--- src/rtl/dds_sweep_ctrl.sv ---
// dds_sweep_ctrl: frequency-sweep sequencer that drives a DDS core.
// It steps the tuning word f_ctrl from a start value to an inclusive stop
// value, holding each word for a programmable dwell. Single, sawtooth-repeat
// and triangle sweeps are supported.
//
// Ports:
//   clk, rst_n      clock and synchronous active-low reset
//   start, abort    sweep request / immediate stop (abort wins)
//   cfg_*           sweep configuration, latched only when a start is accepted
//   f_ctrl, p_ctrl  registered tuning word and phase offset to the DDS
//   busy            sweep in progress
//   step_pulse      1-cycle pulse on every f_ctrl load (including reloads)
//   done            1-cycle pulse when a single sweep completes
//   cfg_err         1-cycle pulse when a start is rejected
module dds_sweep_ctrl #(
    parameter int unsigned F_WORD_N = 32,
    parameter int unsigned P_WORD_M = 12,
    parameter int unsigned DWELL_W  = 16,
    localparam int unsigned FW      = F_WORD_N - P_WORD_M
) (
    input  logic                clk,
    input  logic                rst_n,
    input  logic                start,
    input  logic                abort,
    input  logic [FW-1:0]       cfg_f_start,
    input  logic [FW-1:0]       cfg_f_stop,
    input  logic [FW-1:0]       cfg_f_step,
    input  logic [DWELL_W-1:0]  cfg_dwell,
    input  logic [P_WORD_M-1:0] cfg_phase,
    input  logic [1:0]          cfg_mode,
    output logic [FW-1:0]       f_ctrl,
    output logic [P_WORD_M-1:0] p_ctrl,
    output logic                busy,
    output logic                step_pulse,
    output logic                done,
    output logic                cfg_err
);

    localparam logic [1:0] MODE_REPEAT   = 2'd1;
    localparam logic [1:0] MODE_TRIANGLE = 2'd2;

    typedef enum logic {
        S_IDLE  = 1'b0,
        S_SWEEP = 1'b1
    } state_t;

    state_t               state_q;
    logic                 dir_q;
    logic [FW-1:0]        f_q;
    logic [P_WORD_M-1:0]  p_q;
    logic [DWELL_W-1:0]   cnt_q;
    logic                 busy_q;
    logic                 step_pulse_q;
    logic                 done_q;
    logic                 cfg_err_q;

    // Configuration captured when a sweep is accepted
    logic [FW-1:0]        start_lat_q;
    logic [FW-1:0]        stop_lat_q;
    logic [FW-1:0]        step_lat_q;
    logic [DWELL_W-1:0]   dwell_lat_q;
    logic [1:0]           mode_lat_q;

    // Next-word candidates, computed one bit wider to expose carry/borrow
    logic [FW:0]          up_sum_c;
    logic [FW:0]          dn_diff_c;
    logic                 up_ok_c;
    logic                 dn_ok_c;
    logic [DWELL_W-1:0]   dwell_last_c;
    logic                 dwell_hit_c;
    logic                 cfg_bad_c;

    always_comb begin
        up_sum_c     = {1'b0, f_q} + {1'b0, step_lat_q};
        dn_diff_c    = {1'b0, f_q} - {1'b0, step_lat_q};
        up_ok_c      = !up_sum_c[FW] && (up_sum_c[FW-1:0] <= stop_lat_q);
        dn_ok_c      = !dn_diff_c[FW] && (dn_diff_c[FW-1:0] >= start_lat_q);
        // A dwell of 0 behaves as a dwell of 1
        dwell_last_c = (dwell_lat_q == '0) ? '0 : dwell_lat_q - DWELL_W'(1);
        dwell_hit_c  = (cnt_q == dwell_last_c);
        cfg_bad_c    = (cfg_f_step == '0) || (cfg_f_start > cfg_f_stop);
    end

    // Sweep sequencer: state, word and pulse registers
    always_ff @(posedge clk) begin
        if (!rst_n) begin
            state_q      <= S_IDLE;
            dir_q        <= 1'b0;
            f_q          <= '0;
            p_q          <= '0;
            cnt_q        <= '0;
            busy_q       <= 1'b0;
            step_pulse_q <= 1'b0;
            done_q       <= 1'b0;
            cfg_err_q    <= 1'b0;
            start_lat_q  <= '0;
            stop_lat_q   <= '0;
            step_lat_q   <= '0;
            dwell_lat_q  <= '0;
            mode_lat_q   <= '0;
        end else begin
            step_pulse_q <= 1'b0;
            done_q       <= 1'b0;
            cfg_err_q    <= 1'b0;

            if (abort) begin
                // Freeze the DDS; phase offset is left as is
                state_q <= S_IDLE;
                f_q     <= '0;
                busy_q  <= 1'b0;
                cnt_q   <= '0;
                dir_q   <= 1'b0;
            end else begin
                case (state_q)
                    S_IDLE: begin
                        if (start) begin
                            if (cfg_bad_c) begin
                                cfg_err_q <= 1'b1;
                            end else begin
                                start_lat_q  <= cfg_f_start;
                                stop_lat_q   <= cfg_f_stop;
                                step_lat_q   <= cfg_f_step;
                                dwell_lat_q  <= cfg_dwell;
                                mode_lat_q   <= cfg_mode;
                                f_q          <= cfg_f_start;
                                p_q          <= cfg_phase;
                                dir_q        <= 1'b0;
                                cnt_q        <= '0;
                                busy_q       <= 1'b1;
                                step_pulse_q <= 1'b1;
                                state_q      <= S_SWEEP;
                            end
                        end
                    end

                    S_SWEEP: begin
                        if (!dwell_hit_c) begin
                            cnt_q <= cnt_q + DWELL_W'(1);
                        end else begin
                            cnt_q <= '0;
                            if (!dir_q) begin
                                if (up_ok_c) begin
                                    f_q          <= up_sum_c[FW-1:0];
                                    step_pulse_q <= 1'b1;
                                end else begin
                                    case (mode_lat_q)
                                        MODE_REPEAT: begin
                                            f_q          <= start_lat_q;
                                            step_pulse_q <= 1'b1;
                                        end
                                        MODE_TRIANGLE: begin
                                            // Turn around; reload f if the range
                                            // is too narrow for a step down
                                            dir_q        <= 1'b1;
                                            f_q          <= dn_ok_c ? dn_diff_c[FW-1:0] : f_q;
                                            step_pulse_q <= 1'b1;
                                        end
                                        default: begin
                                            state_q <= S_IDLE;
                                            busy_q  <= 1'b0;
                                            done_q  <= 1'b1;
                                        end
                                    endcase
                                end
                            end else begin
                                if (dn_ok_c) begin
                                    f_q <= dn_diff_c[FW-1:0];
                                end else begin
                                    dir_q <= 1'b0;
                                    f_q   <= up_ok_c ? up_sum_c[FW-1:0] : f_q;
                                end
                                step_pulse_q <= 1'b1;
                            end
                        end
                    end

                    default: state_q <= S_IDLE;
                endcase
            end
        end
    end

    assign f_ctrl     = f_q;
    assign p_ctrl     = p_q;
    assign busy       = busy_q;
    assign step_pulse = step_pulse_q;
    assign done       = done_q;
    assign cfg_err    = cfg_err_q;

endmodule

--- config.mk ---
export PLATFORM = sky130hd
export DESIGN_NAME = dds_sweep_ctrl
export DESIGN_NICKNAME = d
export VERILOG_FILES = /design/src/rtl/dds_sweep_ctrl.sv
export SDC_FILE = /design/constraint.sdc
export NUM_CORES = 1
export LEC_CHECK = 0
export CORE_MARGIN = 3
export CORE_UTILIZATION = 50
export CTS_BUF_LIST = sky130_fd_sc_hd__clkbuf_4 sky130_fd_sc_hd__clkbuf_8
export CTS_CLUSTER_DIAMETER = 80
export CTS_CLUSTER_SIZE = 30
export DETAILED_ROUTE_END_ITERATION = 16
export PLACE_DENSITY = 0.69
export SLEW_MARGIN = 10
export SYNTH_ARGS = -nofsm -noshare
export SYNTH_HDL_FRONTEND = slang
export SYNTH_SLANG_ARGS = --single-unit
--- constraint.sdc ---
create_clock -name clk -period 6.8 [get_ports clk]
set_input_delay 1.7 -clock clk [delete_from_list [all_inputs] [get_ports clk]]
set_output_delay 1.7 -clock clk [all_outputs]
set_load 0.01 [all_outputs]
# Yosys cells after proc, flatten, opt, wreduce, memory -nomap -nowiden
# Cells that the tools add are included.
[totals] regBits=132 inputBits=94 output_inout_bits=36 word_cells=96
[classes] addsub=4 order_cmp=3 eq_ne=12 mux=41 bitwise_logic=6 n_reduce_logical=16
[op_table] cell="$mux W20" count=8
[op_table] cell="$pmux W20 S2" count=2
[op_table] cell="$mux W16" count=4
[op_table] cell="$pmux W16 S2" count=1
[op_table] cell="$mux W1" count=22
[op_table] cell="$add A20 B20 Y21" count=1
[op_table] cell="$sub A20 B20 Y21" count=1
[op_table] cell="$ge A20 B20 Y1" count=1
[op_table] cell="$gt A20 B20 Y1" count=1
[op_table] cell="$le A20 B20 Y1" count=1
[op_table] cell="$logic_not A20 Y1" count=1
[op_table] cell="$add A16 B1 Y16 const B" count=1
[op_table] cell="$eq A16 B16 Y1" count=1
[op_table] cell="$logic_not A16 Y1" count=1
[op_table] cell="$sub A16 B1 Y16 const B" count=1
[op_table] cell="$reduce_and A6 Y1" count=2
[op_table] cell="$ne A2 B2 Y1 const B" count=5
[op_table] cell="$pmux W1 S2" count=4
[op_table] cell="$not A1 Y1" count=6
[op_table] cell="$reduce_or A6 Y1" count=1
[op_table] cell="$ne A5 B1 Y1 const B" count=1
[op_table] cell="$ne A4 B2 Y1 const B" count=1
[op_table] cell="$ne A4 B4 Y1 const B" count=1
[op_table] cell="$reduce_and A4 Y1" count=1
[op_table] cell="10 further kinds" count=13

# Longest topological paths before layout
# Gate-level depths: netlist (run 1).
[depth] depth_word=9 ltp_mapped=23 mapped_depth_nobuf=20

# Worst setup path after synthesis (run 1)
# Ideal clock, no wire load.
[synth_path] path_kind="flip-flop to flip-flop" start="register f_q[5], in the netlist f_ctrl[5]" end="register f_q[2], in the netlist f_ctrl[2]" setup_time_ns=0.119 arrival_time_ns=5.100 required_time_ns=6.681 setup_slack_ns=1.582 stages_incl_launch_ff=22 path_buffers=3 synth_period_minus_slack_ns=5.218 cell_sequence="dfxtp_1 ha_1 clkbuf_1 or3b_2 nand4_1 a31oi_1 nor3_1 o41ai_1 a21o_1 xnor2_1 ha_1 nand4_1 nor4_1 a21boi_0 o41a_1 or4_1 clkbuf_1 o311a_1 or4_1 buf_2 a22o_1 o221a_1"
[synth_via] elab_chain_len=7 elab_cells_between_ends=17 classes_between="2 x add/sub; 2 x order compare; 3 x eq/ne; 5 x mux; 5 x reduce/logical"
[synth_rtl] item="from (decl)" line_no="49" source="logic [FW-1:0] f_q;"
[synth_rtl] item="from (signal assigned)" line_no="125" source="f_q <= cfg_f_start;"
[synth_rtl] item="from (signal assigned)" line_no="143" source="f_q <= up_sum_c[FW-1:0];"
[synth_rtl] item="from (signal assigned)" line_no="148" source="f_q <= start_lat_q;"
[synth_rtl] item="$add A20 B20 Y21 or $sub A20 B20 Y21 (tied branches)" line_no="74, 75"
[synth_rtl] item="$le A20 B20 Y1 (tied with other cells)" line_no="76" source="up_ok_c = !up_sum_c[FW] && (up_sum_c[FW-1:0] <= stop_lat_q);"
[synth_rtl] item="$logic_and A1 B1 Y1 (on tied branches)" line_no="76, 77"
[synth_rtl] item="$mux W20 (on tied branches)" line_no="142, 166"
[synth_rtl] item="$mux W20" line_no="141" source="if (!dir_q) begin"
[synth_rtl] item="$mux W20" line_no="137" source="if (!dwell_hit_c) begin"
[synth_rtl] item="$pmux W20 S2" line_no="114" source="case (state_q)"
# Several ways; a longest one is shown, not always the timed one. The select of a mux whose other input is x is not followed.
# A chain may end at the register's enable or synchronous reset.

# Worst setup path after layout (run 1)
[layout_path] start="register step_lat_q[1]" end="register f_q[2], in the netlist f_ctrl[2]"
[layout_via] elab_chain_len=7 elab_cells_between_ends=20 classes_between="2 x add/sub; 2 x order compare; 3 x eq/ne; 8 x mux; 5 x reduce/logical"
[layout_rtl] item="from (decl)" line_no="60" source="logic [FW-1:0] step_lat_q;"
[layout_rtl] item="from (signal assigned)" line_no="122" source="step_lat_q <= cfg_f_step;"
[layout_rtl] item="$add A20 B20 Y21 or $sub A20 B20 Y21 (tied branches)" line_no="74, 75"
[layout_rtl] item="$le A20 B20 Y1 (tied with other cells)" line_no="76"
[layout_rtl] item="$logic_and A1 B1 Y1 (tied with other cells)" line_no="76"
[layout_rtl] item="$mux W20 (on tied branches)" line_no="142, 166"
[layout_rtl] item="$mux W20" line_no="141"
[layout_rtl] item="$mux W20" line_no="137"
[layout_rtl] item="$pmux W20 S2" line_no="114"
# Several ways; a longest one is shown, not always the timed one. The select of a mux whose other input is x is not followed.

==> results of run 1 <==
## cell usage after synthesis, types with 7 or more instances
| library cell | number |
|---|---|
| o21a_1 | 9 |
| nand2_1 | 67 |
| mux2i_1 | 104 |
| o31ai_1 | 12 |
| or3_1 | 11 |
| inv_1 | 112 |
| a31oi_1 | 26 |
| and3_1 | 14 |
| and2_1 | 19 |
| dfxtp_1 | 132 |
| or2_2 | 7 |
| nand3_1 | 26 |
| o22ai_1 | 9 |
| o21ai_0 | 28 |
| a21oi_1 | 70 |
| clkbuf_1 | 64 |
| xnor2_1 | 42 |
| nand4_1 | 19 |
| nor2b_1 | 85 |
| buf_1 | 9 |
| nor3_1 | 36 |
| a211oi_1 | 14 |
| or4_1 | 10 |
| nor2_1 | 86 |
| a21o_1 | 20 |
| o211ai_1 | 26 |
| nand2b_1 | 12 |
| nor4_1 | 15 |
| xor2_1 | 11 |
| ha_1 | 104 |
## critical path, cell delays in order, from the launching register on
cell,delay [ps]
dfxtp_1,370
inv_1,120
ha_1,300
nor2b_1,190
o211ai_1,200
a31oi_1,340
nor3_1,160
o311ai_0,950
ha_1,400
nand4_1,150
nor4_1,90
a21boi_0,140
o41a_1,400
or4_1,510
buf_4,250
o311a_1,160
or4_1,720
nand2_1,480
o221a_1,250
## registers in the layout, indices dropped and copies added, names as in the netlist
signal / count
busy: 1
cfg_err: 1
cnt_q: 16
dir_q: 1
done: 1
dwell_lat_q: 16
f_ctrl: 20
mode_lat_q: 2
p_ctrl: 12
start_lat_q: 20
state_q: 1
step_lat_q: 20
step_pulse: 1
stop_lat_q: 20
## worst max path at each step
stage	from	end	slack, ps	depth (start not counted)
final	step_lat_q[1]	f_ctrl[2]	560	18
after global placement	f_ctrl[4]	f_ctrl[2]	840	18
after floorplan	f_ctrl[5]	f_ctrl[2]	1580	21
after detailed placement	step_lat_q[5]	f_ctrl[2]	710	20
after global routing	f_ctrl[4]	f_ctrl[15]	230	18
after CTS	step_lat_q[5]	f_ctrl[2]	700	20
## stage by stage
step,power (uW),utilization (%),setup WS (ps)
after floorplan,1560,-,1580
after global placement,1860,58.7,844
after detailed placement,1880,58.7,714
after CTS,2550,60.5,699
after global routing,2700,60.5,232
final,2550,60.5,560
## cells by family (layout without fill, tap and decap cells)
group	count (synthesis)	after routing	share of synthesized area [%]
compound gates	304	304	19.8
xor+xnor	53	53	4.35
fa+ha+maj	106	106	12.6
buf+inv	193	286	6.96
flops	132	132	24.8
mux	106	106	9.97
simple gates	427	427	21.6
## power by group
part / internal (uW) / total (uW) / switching [uW] / leakage, uW
logic: 438 / 1050 / 614 / 0.00362
registers: 803 / 832 / 29.5 / 0.00107
clock network: 307 / 667 / 361 / 0.000179
## routing by layer
metal | GRT usage, % | wire (um)
met1 | 33.5 | 13600
met2 | 45.0 | 15200
met3 | 4.69 | 1780
met4 | 12.2 | 1320
met5 | 0 | 0
## layout make-up
class | instances | area share [%]
Multi-Input combinational cell | 996 | 58.4
Clock buffer | 19 | 2.05
Inverter | 114 | 3.43
Timing Repair Buffer | 140 | 11.2
Sequential cell | 132 | 21.2
Tap cell | 270 | 2.71
Clock inverter | 13 | 1.03
==> flow_summary.json, run 1 <==
{
  "viasPerCell": 5.93,
  "final.min_clock_period_ps": 6240,
  "syn_to_final_growth_pct": 17.0,
  "grtUsageTotal_pct": 26.8,
  "synth_edf_count": 0,
  "first_pass_iters": 6,
  "antenna_found_initial": 0,
  "clkLatencyLatePin_ps": 470,
  "h-tree-depth": 4,
  "placed_area_um2": 12100,
  "yosysWarnings": 0,
  "fp.dieW_um": 152,
  "mostFrequentLayoutCell": "dfxtp_1",
  "die-area_um2": 23100,
  "final_cell_count_no_fill": 1684,
  "report.final.slew_viol_count": 0,
  "syn-cell-area_um2": 10700,
  "slew-limit-headroom_pct": 27.4,
  "cp.arrival_ps": 6660,
  "setup_violations": 0,
  "clk_pin_slew_worst_paths_ps": 80,
  "min_delay_path_depth": 2,
  "drc_errors": 0,
  "ios": 130,
  "ff2ff_setup_slack_ps": 560,
  "fin_nets": 1601,
  "worst_r2r_path_depth": 18,
  "dp_hpwl_mm": 24.4,
  "max_freq_mhz": 160,
  "fin_crit_sh_pct": 91.8,
  "grt_pass1_vias": 9500,
  "syn_nets": 1521,
  "grt_max_degree": 90,
  "drive_above_1_share_pct": 5.09,
  "cp.required_ps": 7220,
  "placed_cells": 1652,
  "end_kind": "flip-flop",
  "synth_seq_area_share_pct": 24.8,
  "synth_area_leaders": "dfxtp_1, ha_1, mux2i_1",
  "synth_ff_type": "dfxtp_1",
  "num_rows": 52,
  "finalHoldViolations": 0,
  "yosys.area.top_type": "dfxtp_1",
  "numClockSinks": 132,
  "initial_utilization_pct": 51.7,
  "antenna_cells": 0,
  "powerDensity_nw_per_um2": 204,
  "postCtsHoldBufs": 0,
  "ys_seq_elements": 132,
  "worstHoldPathType": "flip-flop to flip-flop",
  "vias": 9979,
  "finalWirelength_mm": 31.9,
  "synth-async-reset-ratio_pct": 0,
  "synth_cell_type_count": 81,
  "final_antenna_net_count": 0,
  "gp_congestion": 0.934,
  "min_from": "busy",
  "r2r-end": "f_ctrl[2]",
  "cts_buffer_depth": 2,
  "criticalPathCategory": "flip-flop to flip-flop",
  "fill_cells": 1938,
  "io_buffers": 129,
  "final_cell_mix": "dfxtp_1, clkdlybuf4s50_1, inv_1",
  "path_max_fanout": 26,
  "synth.top_cell.area_share_pct": 24.8,
  "cp-start-kind": "flip-flop",
  "final_area_um2": 12500,
  "p_leak_uw": 0.00487,
  "design.core.area_um2": 20600,
  "worstHoldEndpoint": "busy",
  "cts-root-buf": "clkbuf_8",
  "ctsResizeCount": 0,
  "status": "finished clean",
  "ir_drop_mv": 0.121,
  "regArea_um2": 2640,
  "drt-initial-drc-count": 660,
  "numCtsBuffers": 17,
  "grt_setup_unrepaired": "false",
  "whs_ps": 500,
  "final.setup.tns_ps": 0,
  "post_cts_buffers": 0,
  "die_h_um": 152,
  "avgSynthCellArea_um2": 8.08,
  "grt_pass1_wl_mm": 50.9,
  "cts_tree": "done",
  "worstMarginPinSlew_ps": 1070,
  "r2r-start": "step_lat_q[1]",
  "multiInputGateArea_um2": 7290,
  "syn-instance-count": 1321,
  "fin_worst_skew_ps": 15.0,
  "wl_per_cell_um": 18.9,
  "grt.overflow.total": 0,
  "maxCapViolations": 0
}
Note: power is estimated with default switching activity, not from simulation.
==> run 2: changes to the inputs <==
--- a/config.mk
+++ b/config.mk
@@ -5,12 +5,14 @@
 export SDC_FILE = /design/constraint.sdc
 export NUM_CORES = 1
 export LEC_CHECK = 0
+export CAP_MARGIN = 20
 export CORE_MARGIN = 3
 export CORE_UTILIZATION = 50
 export CTS_BUF_LIST = sky130_fd_sc_hd__clkbuf_4 sky130_fd_sc_hd__clkbuf_8
 export CTS_CLUSTER_DIAMETER = 80
 export CTS_CLUSTER_SIZE = 30
 export DETAILED_ROUTE_END_ITERATION = 16
+export MAX_ROUTING_LAYER = met4
 export PLACE_DENSITY = 0.69
 export SLEW_MARGIN = 10
 export SYNTH_ARGS = -nofsm -noshare
==> run 2 against run 1 <==
Global-route usage increased by 0.77 points. Sequential power about the same. Die area did not move. Critical endpoint unchanged. Largest cell class unchanged. Largest power group unchanged. Highest routed layer unchanged.
==> flow_summary.json, run 2 (synthesis results as in run 1) <==
{
  "grt_pass1_wl_mm": 50.5,
  "worstHoldPathType": "flip-flop to flip-flop",
  "ctsResizeCount": 0,
  "power_uw": 2530,
  "design.core.area_um2": 20600,
  "multiInputGateArea_um2": 7290,
  "die_h_um": 152,
  "setup_violations": 0,
  "cp.required_ps": 7210,
  "use_met1_pct": 32.7,
  "clk_pin_slew_worst_paths_ps": 90,
  "top_usage_layer": "met2",
  "viasPerCell": 5.88,
  "fin_worst_skew_ps": 13.9,
  "finalWirelength_mm": 31.9,
  "grt_use_met3_pct": 4.84,
  "drt-initial-drc-count": 529,
  "ios": 130,
  "final.setup.tns_ps": 0,
  "numCtsBuffers": 17,
  "io_buffers": 129,
  "cp.arrival_ps": 6580,
  "end_kind": "flip-flop",
  "grtUsageTotal_pct": 27.5,
  "grt_pass1_vias": 9418,
  "fill_cells": 1881,
  "clkLatencyLatePin_ps": 470,
  "maxCapViolations": 0,
  "cts-root-buf": "clkbuf_8",
  "worstMarginPinSlew_ps": 1020,
  "final.min_clock_period_ps": 6170,
  "cts_buffer_depth": 2,
  "final_cell_mix": "dfxtp_1, clkdlybuf4s50_1, inv_1",
  "final_area_um2": 12500,
  "status": "finished clean",
  "vias": 9894,
  "max_freq_mhz": 162,
  "antenna_found_initial": 0,
  "syn_to_final_growth_pct": 16.9,
  "cts_tree": "done",
  "initial_utilization_pct": 51.7,
  "criticalPathCategory": "flip-flop to flip-flop",
  "drc_errors": 0,
  "powerDensity_nw_per_um2": 203,
  "fin_crit_sh_pct": 90.8,
  "numClockSinks": 132,
  "final_antenna_net_count": 0,
  "wl_per_cell_um": 18.9,
  "antenna_cells": 0,
  "placed_area_um2": 12100,
  "mostFrequentLayoutCell": "dfxtp_1",
  "drive_above_1_share_pct": 5.02,
  "ir_drop_mv": 0.105,
  "grt_setup_unrepaired": "false",
  "whs_ps": 501,
  "first_pass_iters": 5,
  "path_max_fanout": 13,
  "fin_nets": 1601,
  "regArea_um2": 2640,
  "p_leak_uw": 0.00486,
  "dp_hpwl_mm": 24.7,
  "gp_congestion": 0.985,
  "post_cts_buffers": 0,
  "die-area_um2": 23100,
  "fp.dieW_um": 152,
  "h-tree-depth": 4,
  "num_rows": 52,
  "grtUsageMet2_pct": 46.4,
  "finalHoldViolations": 0,
  "grt_max_degree": 90,
  "cp-start-kind": "flip-flop",
  "slew-limit-headroom_pct": 31.0,
  "grt.overflow.total": 0,
  "report.final.slew_viol_count": 0,
  "postCtsHoldBufs": 0
}
[run 2: cell count changes in the layout (fill, tap and decap cells not counted), sizes merged]
cell,delta
inv,+1
clkbuf,-1
clkinv,-1
[run 2: metal layers]
layer,routed length [um],vias to the layer above,part of all wire [%]
li1,-,4883,-
met1,13600,4591,43
met2,15500,345,49
met3,1550,75,4.9
met4,1240,0,3.9
met5,0,-,0
[run 2: cell type report]
| class | count | share of cell area (%) |
|---|---|---|
| Inverter | 114 | 3.43 |
| Multi-Input combinational cell | 996 | 58.5 |
| Tap cell | 270 | 2.71 |
| Clock buffer | 18 | 1.99 |
| Clock inverter | 13 | 1.03 |
| Timing Repair Buffer | 140 | 11.2 |
| Sequential cell | 132 | 21.2 |
[run 2: final timing paths]
kind	start	endpoint	slack, ps	cells after the start
setup / recovery	step_lat_q[4]	f_ctrl[2]	630	19
hold / removal	busy	busy	500	2
setup reg to reg	step_lat_q[4]	f_ctrl[2]	630	19
hold reg to reg	busy	busy	500	2
[run 2: worst max-delay path: stages, from the launching register on]
cell and delay, ps:
dfxtp_1 370, inv_1 50, ha_1 400, a21o_1 240
a31o_2 260, nor3_1 280, a21oi_1 190, a21oi_1 310
o21ai_0 160, xnor2_1 280, inv_1 80, ha_1 300
nand4_1 130, or4_1 610, nor3_1 320, o31ai_1 260
o311a_1 420, or4_1 720, nand2_1 460, o221a_1 250
[run 2: metrics by stage]
| stage | std cells | setup WS [ps] | utilization (%) |
|---|---|---|---|
| after floorplan | 1321 | 1580 | - |
| final | 1683 | 626 | 60.5 |
| after global placement | 1652 | 849 | 58.7 |
| after CTS | 1683 | 718 | 60.5 |
| after global routing | 1683 | 289 | 60.5 |
| after detailed placement | 1652 | 745 | 58.7 |
[run 2: power by group]
| group | leakage, uW | switching (uW) | internal (uW) |
|---|---|---|---|
| Sequential | 0.00107 | 29.7 | 803 |
| Combinational | 0.00362 | 602 | 437 |
| Clock | 0.000174 | 361 | 301 |
| Total | 0.00486 | 993 | 1540 |
